--- config.mk ---
export PLATFORM = sky130hd
export DESIGN_NAME = led_pattern_gen_57
export DESIGN_NICKNAME = d
export VERILOG_FILES = /design/src/rtl/led_pkg_57.sv /design/src/rtl/led_pattern_gen_57_tick_sync.sv /design/src/rtl/led_pattern_gen_57.sv
export SDC_FILE = /design/constraint.sdc
export NUM_CORES = 1
export LEC_CHECK = 0
export ABC_AREA = 0
export BUFFER_PORTS_ARGS = -buffer_cell sky130_fd_sc_hd__buf_2
export CORE_MARGIN = 2
export CORE_UTILIZATION = 46
export CTS_BUF_LIST = sky130_fd_sc_hd__clkbuf_2
export CTS_CLUSTER_DIAMETER = 150
export DETAILED_ROUTE_END_ITERATION = 8
export GPL_TIMING_DRIVEN = 1
export PLACE_DENSITY_LB_ADDON = 0.12
export SETUP_SLACK_MARGIN = 0.3
export SYNTH_ARGS = -nofsm -noshare
export SYNTH_HDL_FRONTEND = slang
export SYNTH_SLANG_ARGS = --single-unit
export TNS_END_PERCENT = 100
--- constraint.sdc ---
create_clock -name clk_50m_57 -period 8.8 [get_ports clk_50m_57]
set_input_delay 1.76 -clock clk_50m_57 [delete_from_list [all_inputs] [get_ports clk_50m_57]]
set_output_delay 1.76 -clock clk_50m_57 [all_outputs]
set_load 0.1 [all_outputs]
--- src/rtl/led_pkg_57.sv ---
// Shared encodings and step-count helpers for the LED pattern engine.
package led_pkg_57;

   typedef enum logic [1:0] {
      MODE_CHASE  = 2'd0,
      MODE_BLINK  = 2'd1,
      MODE_BOUNCE = 2'd2,
      MODE_FILL   = 2'd3
   } mode_e;

   typedef enum logic {
      ST_IDLE = 1'b0,
      ST_RUN  = 1'b1
   } state_e;

   // Ticks in one repeat of the given mode.
   function automatic int unsigned STEPS(input mode_e       mode,
                                         input int unsigned led_w,
                                         input int unsigned chase_steps,
                                         input int unsigned blink_steps);
      int unsigned n;
      case (mode)
         MODE_CHASE:  n = chase_steps;
         MODE_BLINK:  n = blink_steps;
         MODE_BOUNCE: n = 2 * led_w - 2;
         default:     n = led_w + 1;
      endcase
      return n;
   endfunction

   function automatic int unsigned max_steps(input int unsigned led_w,
                                             input int unsigned chase_steps,
                                             input int unsigned blink_steps);
      int unsigned m;
      m = chase_steps;
      if (blink_steps > m) m = blink_steps;
      if (2 * led_w - 2 > m) m = 2 * led_w - 2;
      if (led_w + 1 > m) m = led_w + 1;
      return m;
   endfunction

endpackage

--- src/rtl/led_pattern_gen_57_tick_sync.sv ---
// Two-flop synchroniser and rising-edge detector producing a one-cycle tick.
module tick_sync_57 (
   input  logic clk,
   input  logic rst,
   input  logic i_async,
   output logic o_tick
);

   logic [2:0] r_sync;
   logic       r_tick;

   always_ff @(posedge clk or posedge rst) begin
      if (rst) begin
         r_sync <= 3'b000;
         r_tick <= 1'b0;
      end else begin
         r_sync <= {r_sync[1:0], i_async};
         r_tick <= r_sync[1] & ~r_sync[2];
      end
   end

   assign o_tick = r_tick;

endmodule

--- src/rtl/led_pattern_gen_57.sv ---
// LED pattern sequencer: chase/blink/bounce/fill runs with start/busy/done,
// plus a free-running game rotator that overrides the display.
module led_pattern_gen_57
   import led_pkg_57::*;
#(
   parameter int unsigned LED_W       = 8,
   parameter int unsigned CHASE_STEPS = 64,
   parameter int unsigned BLINK_STEPS = 8,
   parameter int unsigned REPEATS     = 4
) (
   input  logic             clk_50m_57,
   input  logic             rst_57,
   input  logic             clk_1_57,
   input  logic             game_e_57,
   input  logic             start_57,
   input  logic             stop_57,
   input  logic [1:0]       mode_57,
   output logic             busy_57,
   output logic             done_57,
   output logic [LED_W-1:0] led_w_57
);

   localparam int unsigned MAX_STEPS = max_steps(LED_W, CHASE_STEPS, BLINK_STEPS);
   localparam int unsigned STEP_W    = $clog2(MAX_STEPS);
   localparam int unsigned REP_W     = $clog2(REPEATS) + 1;

   function automatic logic [LED_W-1:0] alt_mask(input logic odd);
      logic [LED_W-1:0] m;
      for (int i = 0; i < int'(LED_W); i++) m[i] = ((i % 2) == 1) == odd;
      return m;
   endfunction

   localparam logic [LED_W-1:0] EVEN_MASK = alt_mask(1'b0);
   localparam logic [LED_W-1:0] ODD_MASK  = alt_mask(1'b1);

   logic              w_tick;
   state_e            r_state;
   mode_e             r_mode;
   logic [STEP_W-1:0] r_step;
   logic [REP_W-1:0]  r_rep;
   logic [LED_W-1:0]  r_pat;
   logic [LED_W-1:0]  r_game;
   logic [LED_W-1:0]  r_led;
   logic              r_busy;
   logic              r_done;

   logic              w_last;
   logic              w_rep_last;
   logic [STEP_W-1:0] w_s;
   logic [STEP_W-1:0] w_pos;
   logic [LED_W:0]    w_fill;
   logic [LED_W-1:0]  w_pat_nxt;
   logic [LED_W-1:0]  w_game_nxt;
   logic [LED_W-1:0]  w_init;

   tick_sync_57 u_tick (
      .clk     (clk_50m_57),
      .rst     (rst_57),
      .i_async (clk_1_57),
      .o_tick  (w_tick)
   );

   // Pattern for the step index that follows the next tick.
   always_comb begin
      w_last     = (r_step == STEP_W'(STEPS(r_mode, LED_W, CHASE_STEPS, BLINK_STEPS) - 1));
      w_rep_last = (r_rep == REP_W'(REPEATS - 1));
      w_s        = w_last ? '0 : r_step + STEP_W'(1);
      w_pos      = (w_s < STEP_W'(LED_W)) ? w_s : STEP_W'(2 * LED_W - 2) - w_s;
      w_fill     = ((LED_W+1)'(1) << w_s) - (LED_W+1)'(1);
      w_pat_nxt  = '0;
      case (r_mode)
         MODE_CHASE:  w_pat_nxt = {r_pat[LED_W-2:0], r_pat[LED_W-1]};
         MODE_BLINK: begin
            if (w_s == STEP_W'(0) || w_s == STEP_W'(2))      w_pat_nxt = EVEN_MASK;
            else if (w_s == STEP_W'(4) || w_s == STEP_W'(6)) w_pat_nxt = ODD_MASK;
            else                                             w_pat_nxt = '0;
         end
         MODE_BOUNCE: w_pat_nxt = LED_W'(1) << w_pos;
         default:     w_pat_nxt = w_fill[LED_W-1:0];
      endcase
      w_game_nxt = (w_tick && game_e_57) ? {r_game[LED_W-2:0], r_game[LED_W-1]} : r_game;
      w_init     = (mode_e'(mode_57) == MODE_CHASE || mode_e'(mode_57) == MODE_BOUNCE)
                   ? LED_W'(1) : '0;
   end

   always_ff @(posedge clk_50m_57 or posedge rst_57) begin
      if (rst_57) r_game <= LED_W'(1);
      else        r_game <= w_game_nxt;
   end

   // Run sequencer; the output register sees next-state values so the
   // display changes in the same cycle as the state it reflects.
   always_ff @(posedge clk_50m_57 or posedge rst_57) begin
      if (rst_57) begin
         r_state <= ST_IDLE;
         r_mode  <= MODE_CHASE;
         r_step  <= '0;
         r_rep   <= '0;
         r_pat   <= '0;
         r_led   <= '0;
         r_busy  <= 1'b0;
         r_done  <= 1'b0;
      end else begin
         r_done <= 1'b0;
         if (stop_57) begin
            r_state <= ST_IDLE;
            r_pat   <= '0;
            r_busy  <= 1'b0;
            r_led   <= game_e_57 ? w_game_nxt : '0;
         end else begin
            case (r_state)
               ST_IDLE: begin
                  r_led <= game_e_57 ? w_game_nxt : '0;
                  if (start_57) begin
                     r_state <= ST_RUN;
                     r_mode  <= mode_e'(mode_57);
                     r_step  <= '0;
                     r_rep   <= '0;
                     r_pat   <= w_init;
                     r_busy  <= 1'b1;
                     r_led   <= game_e_57 ? w_game_nxt : w_init;
                  end
               end
               ST_RUN: begin
                  r_led <= game_e_57 ? w_game_nxt : r_pat;
                  if (w_tick) begin
                     r_step <= w_s;
                     r_pat  <= w_pat_nxt;
                     r_led  <= game_e_57 ? w_game_nxt : w_pat_nxt;
                     if (w_last) begin
                        if (w_rep_last) begin
                           r_state <= ST_IDLE;
                           r_rep   <= '0;
                           r_pat   <= '0;
                           r_busy  <= 1'b0;
                           r_done  <= 1'b1;
                           r_led   <= game_e_57 ? w_game_nxt : '0;
                        end else begin
                           r_rep <= r_rep + REP_W'(1);
                        end
                     end
                  end
               end
               default: r_state <= ST_IDLE;
            endcase
         end
      end
   end

   assign busy_57  = r_busy;
   assign done_57  = r_done;
   assign led_w_57 = r_led;

endmodule

==> summary.txt <==
status: finished clean
RR Endpoint: r_pat[0]
commonest non-fill, non-tap cell in the layout: dfrtp_1
Hold Path Cell Cnt: 0
Post-CTS Resized: 0
CTS tree: yes
# diodes: 0
global-route wire length before repair: 10400 um
deepest clock path buffer count: 2
Slew Viols, Final: 0
Setup violations, final: 0
synthesized area: 2730 um^2
RSZ-0062 raised after global routing: no
FP Rows: 28
worst skew pair latency: 0.40 ns
final cycle utilization of the critical path: 40.6%
NumNets Final: 317
Syn-to-layout area delta: 5.59%
all-layer global routing usage: 20.4%
proportion of netlist area held by the largest area contributor: 37.6%
clk_skew: 0.0211 ns
Mapped Nets: 313
Design Area, Final: 2880 um^2
yosys warns: 0
RR Startpoint: r_step[2]
number of library cell types mapped by synthesis: 70
flop2flop setup slack: 5.23 ns
Crit Path Max Fanout: 17
Synth Instances: 299
routed vias: 2280
die height: 81.1 um
area leader, netlist: dfrtp_1
Mean Syn Cell Area: 9.14 um^2
drt drc: 0
Crit path required time: 9.15 ns
vias per cell: 6.02
Post-synth EDFFs: 0
Clk network pwr share: 26.0%
DP Worst Slack: 5.31 ns
Critical Path End Type: flop
leakage: 1.25 nW
post-synthesis register bit count: 42
Final ANT Viol Nets: 0
H-tree depth: 2
GRT overflow: 0
# hold bufs at CTS: 0
total die area: 6570 um^2
vias in the first global route: 2049
initial antenna violation count: 0
Seq/Total Area, Yosys: 38.5%
max_slew headroom: 58.7%
Top-Level Pins: 18
startpoint types: flop
largest net degree at the start of global routing: 43
Cell Pwr Density: 194 nW/um^2
Fin. Hold Viols: 0
layout cells sized above 1: 17.8%
die width: 81.1 um
Reg clk slew, reported paths: 0.23 ns
Fmax: 280 MHz
wire per inst: 16.6 um
crit path DAT: 3.92 ns
setup TNS: 0 ns
switch share: 37.4%
worst setup margin: 5.23 ns
Hold EP: u_tick.r_sync[1]
Initial Utilization: 47.0%
Peak VDD IR: 114 uV
Int Power: 351 uW
FFs w/ async S/R, synth: 100%
HP Start: u_tick.r_sync[0]
commonest cells after routing, fill and taps aside: 41 x dfrtp_1, 35 x nand2_1, 23 x nor2_1
synth top area cells: dfrtp_1 38%, nand2_1 4.8%, mux2_2 3.7%, o21ai_0 3.5%, nor2_1 3.2%
floorplan core area: 5820 um^2
Placed Area: 2790 um^2
Sequential Power Share: 39.9%
initial drt markers: 188
Min Clock Period, post-route: 3.57 ns
drt pass-1 iters: 4
worst r2r path cells: 12
CTS sink cnt: 42
I/O Buffers: 17
P_sw: 209 uW
CTS buffer count: 5
Comb pwr share: 34.1%
HP Class: flop to flop
Post-CTS Repair Setup Buffers: 0
DRT Wirelength: 6280 um
RD Place Congestion: 0.927
Slew @ Worst Pin: 0.618 ns
main flop type after synthesis: dfrtp_1
clk root buf: clkbuf_2
CP Class: flop to flop
max-cap violations: 0
DP HPWL: 4550 um
[how the worst max path moves through the flow]
| stage | startpoint | endpoint | slack [ns] |
|---|---|---|---|
| finish | r_step[2] | r_pat[0] | 5.23 |
| global route | r_step[4] | r_pat[0] | 4.90 |
| CTS | r_step[0] | led_w_57[6] | 5.21 |
| detailed placement | r_step[2] | led_w_57[0] | 5.31 |
| global placement | r_step[0] | led_w_57[6] | 5.33 |
| floorplan | start_57 | r_rep[0] | 5.85 |
[layer usage]
metal  vias up  wire length (um)  track usage [%]
met2        55              2840             30.7
met4         0                61             4.58
met3         4               232             3.00
met5         -                 0                0
met1      1109              3150             30.8
li1       1112                 -                -
[cell families after synthesis]
kind of cell	Yosys count	synth area share (%)
DFF	42	38.5
and+or+nand+nor	109	20.8
muxes	10	4.08
xor gates and xnor gates	4	1.56
AOI/OAI and AO/OA	99	26.3
adders and majority gates	6	2.75
buffers and inverters	29	5.91
[final cells by class]
cell class	instances	area, um^2
inverter	7	26.3
timing repair buffer	19	100
tap	75	93.8
clock inverter	3	68.8
multi-input combinational	228	1520
fill	568	2930
clock buffer	5	25.0
sequential	42	1050
[critical path, stage by stage, from the launching register on]
cell	delay (ns)
dfrtp_1	0.65
and3b_1	0.31
o211ai_2	0.19
o31a_1	0.41
nand2_1	0.15
inv_1	0.10
ha_1	0.25
nor4b_1	0.39
a21o_1	0.17
nand4_2	0.14
a211oi_2	0.43
a211oi_2	0.15
o22ai_1	0.17
[cells in the mapped netlist, types with 2 or more instances]
cell type,number
a2111o_1,2
nor2_1,23
nor4b_1,2
clkbuf_1,9
a31oi_1,12
and3_1,3
inv_1,7
a21oi_1,7
a211o_1,2
a311oi_1,2
o21ai_1,10
buf_2,5
and2_1,6
a22oi_1,8
ha_1,6
dfrtp_1,41
o21ai_0,19
o41ai_1,3
or2_2,2
nand2b_1,3
o31ai_1,2
nand3_1,7
buf_6,5
xor2_1,2
a22o_1,3
nand4_1,4
nor2b_1,3
or3_1,2
buf_4,2
a21boi_0,2
a211oi_2,3
nor3b_1,2
a21o_1,6
o211ai_1,3
mux2_2,9
nand2_1,35
nor3_1,4
[power by group through the flow]
stage	registers, mW	logic [mW]	clock network, mW
6_report	0.223	0.191	0.145
5_1_grt	0.227	0.214	0.158
4_1_cts	0.224	0.190	0.149
3_5_place_dp	0.227	0.189	0
3_3_place_gp	0.227	0.191	0
2_1_floorplan	0.217	0.162	0
[metrics by stage]
stage / utilization [%] / total power [mW] / cells / hold slack, ns
after floorplan: - / 0.379 / 299 / 0.331
after global placement: 48.0 / 0.418 / 371 / 0.342
after detailed placement: 48.0 / 0.416 / 371 / 0.337
after CTS: 49.6 / 0.563 / 379 / 0.399
after global routing: 49.6 / 0.599 / 379 / 0.409
final: 49.6 / 0.560 / 379 / 0.391
[registers in the layout (all words and copies together) (netlist names)]
signal,flops
led_w_57,8
done_57,1
r_step,6
r_rep,3
u_tick.r_sync,3
r_state,1
u_tick.o_tick,1
r_mode,2
busy_57,1
r_game,8
r_pat,8
(Power assumes the default switching activity.)
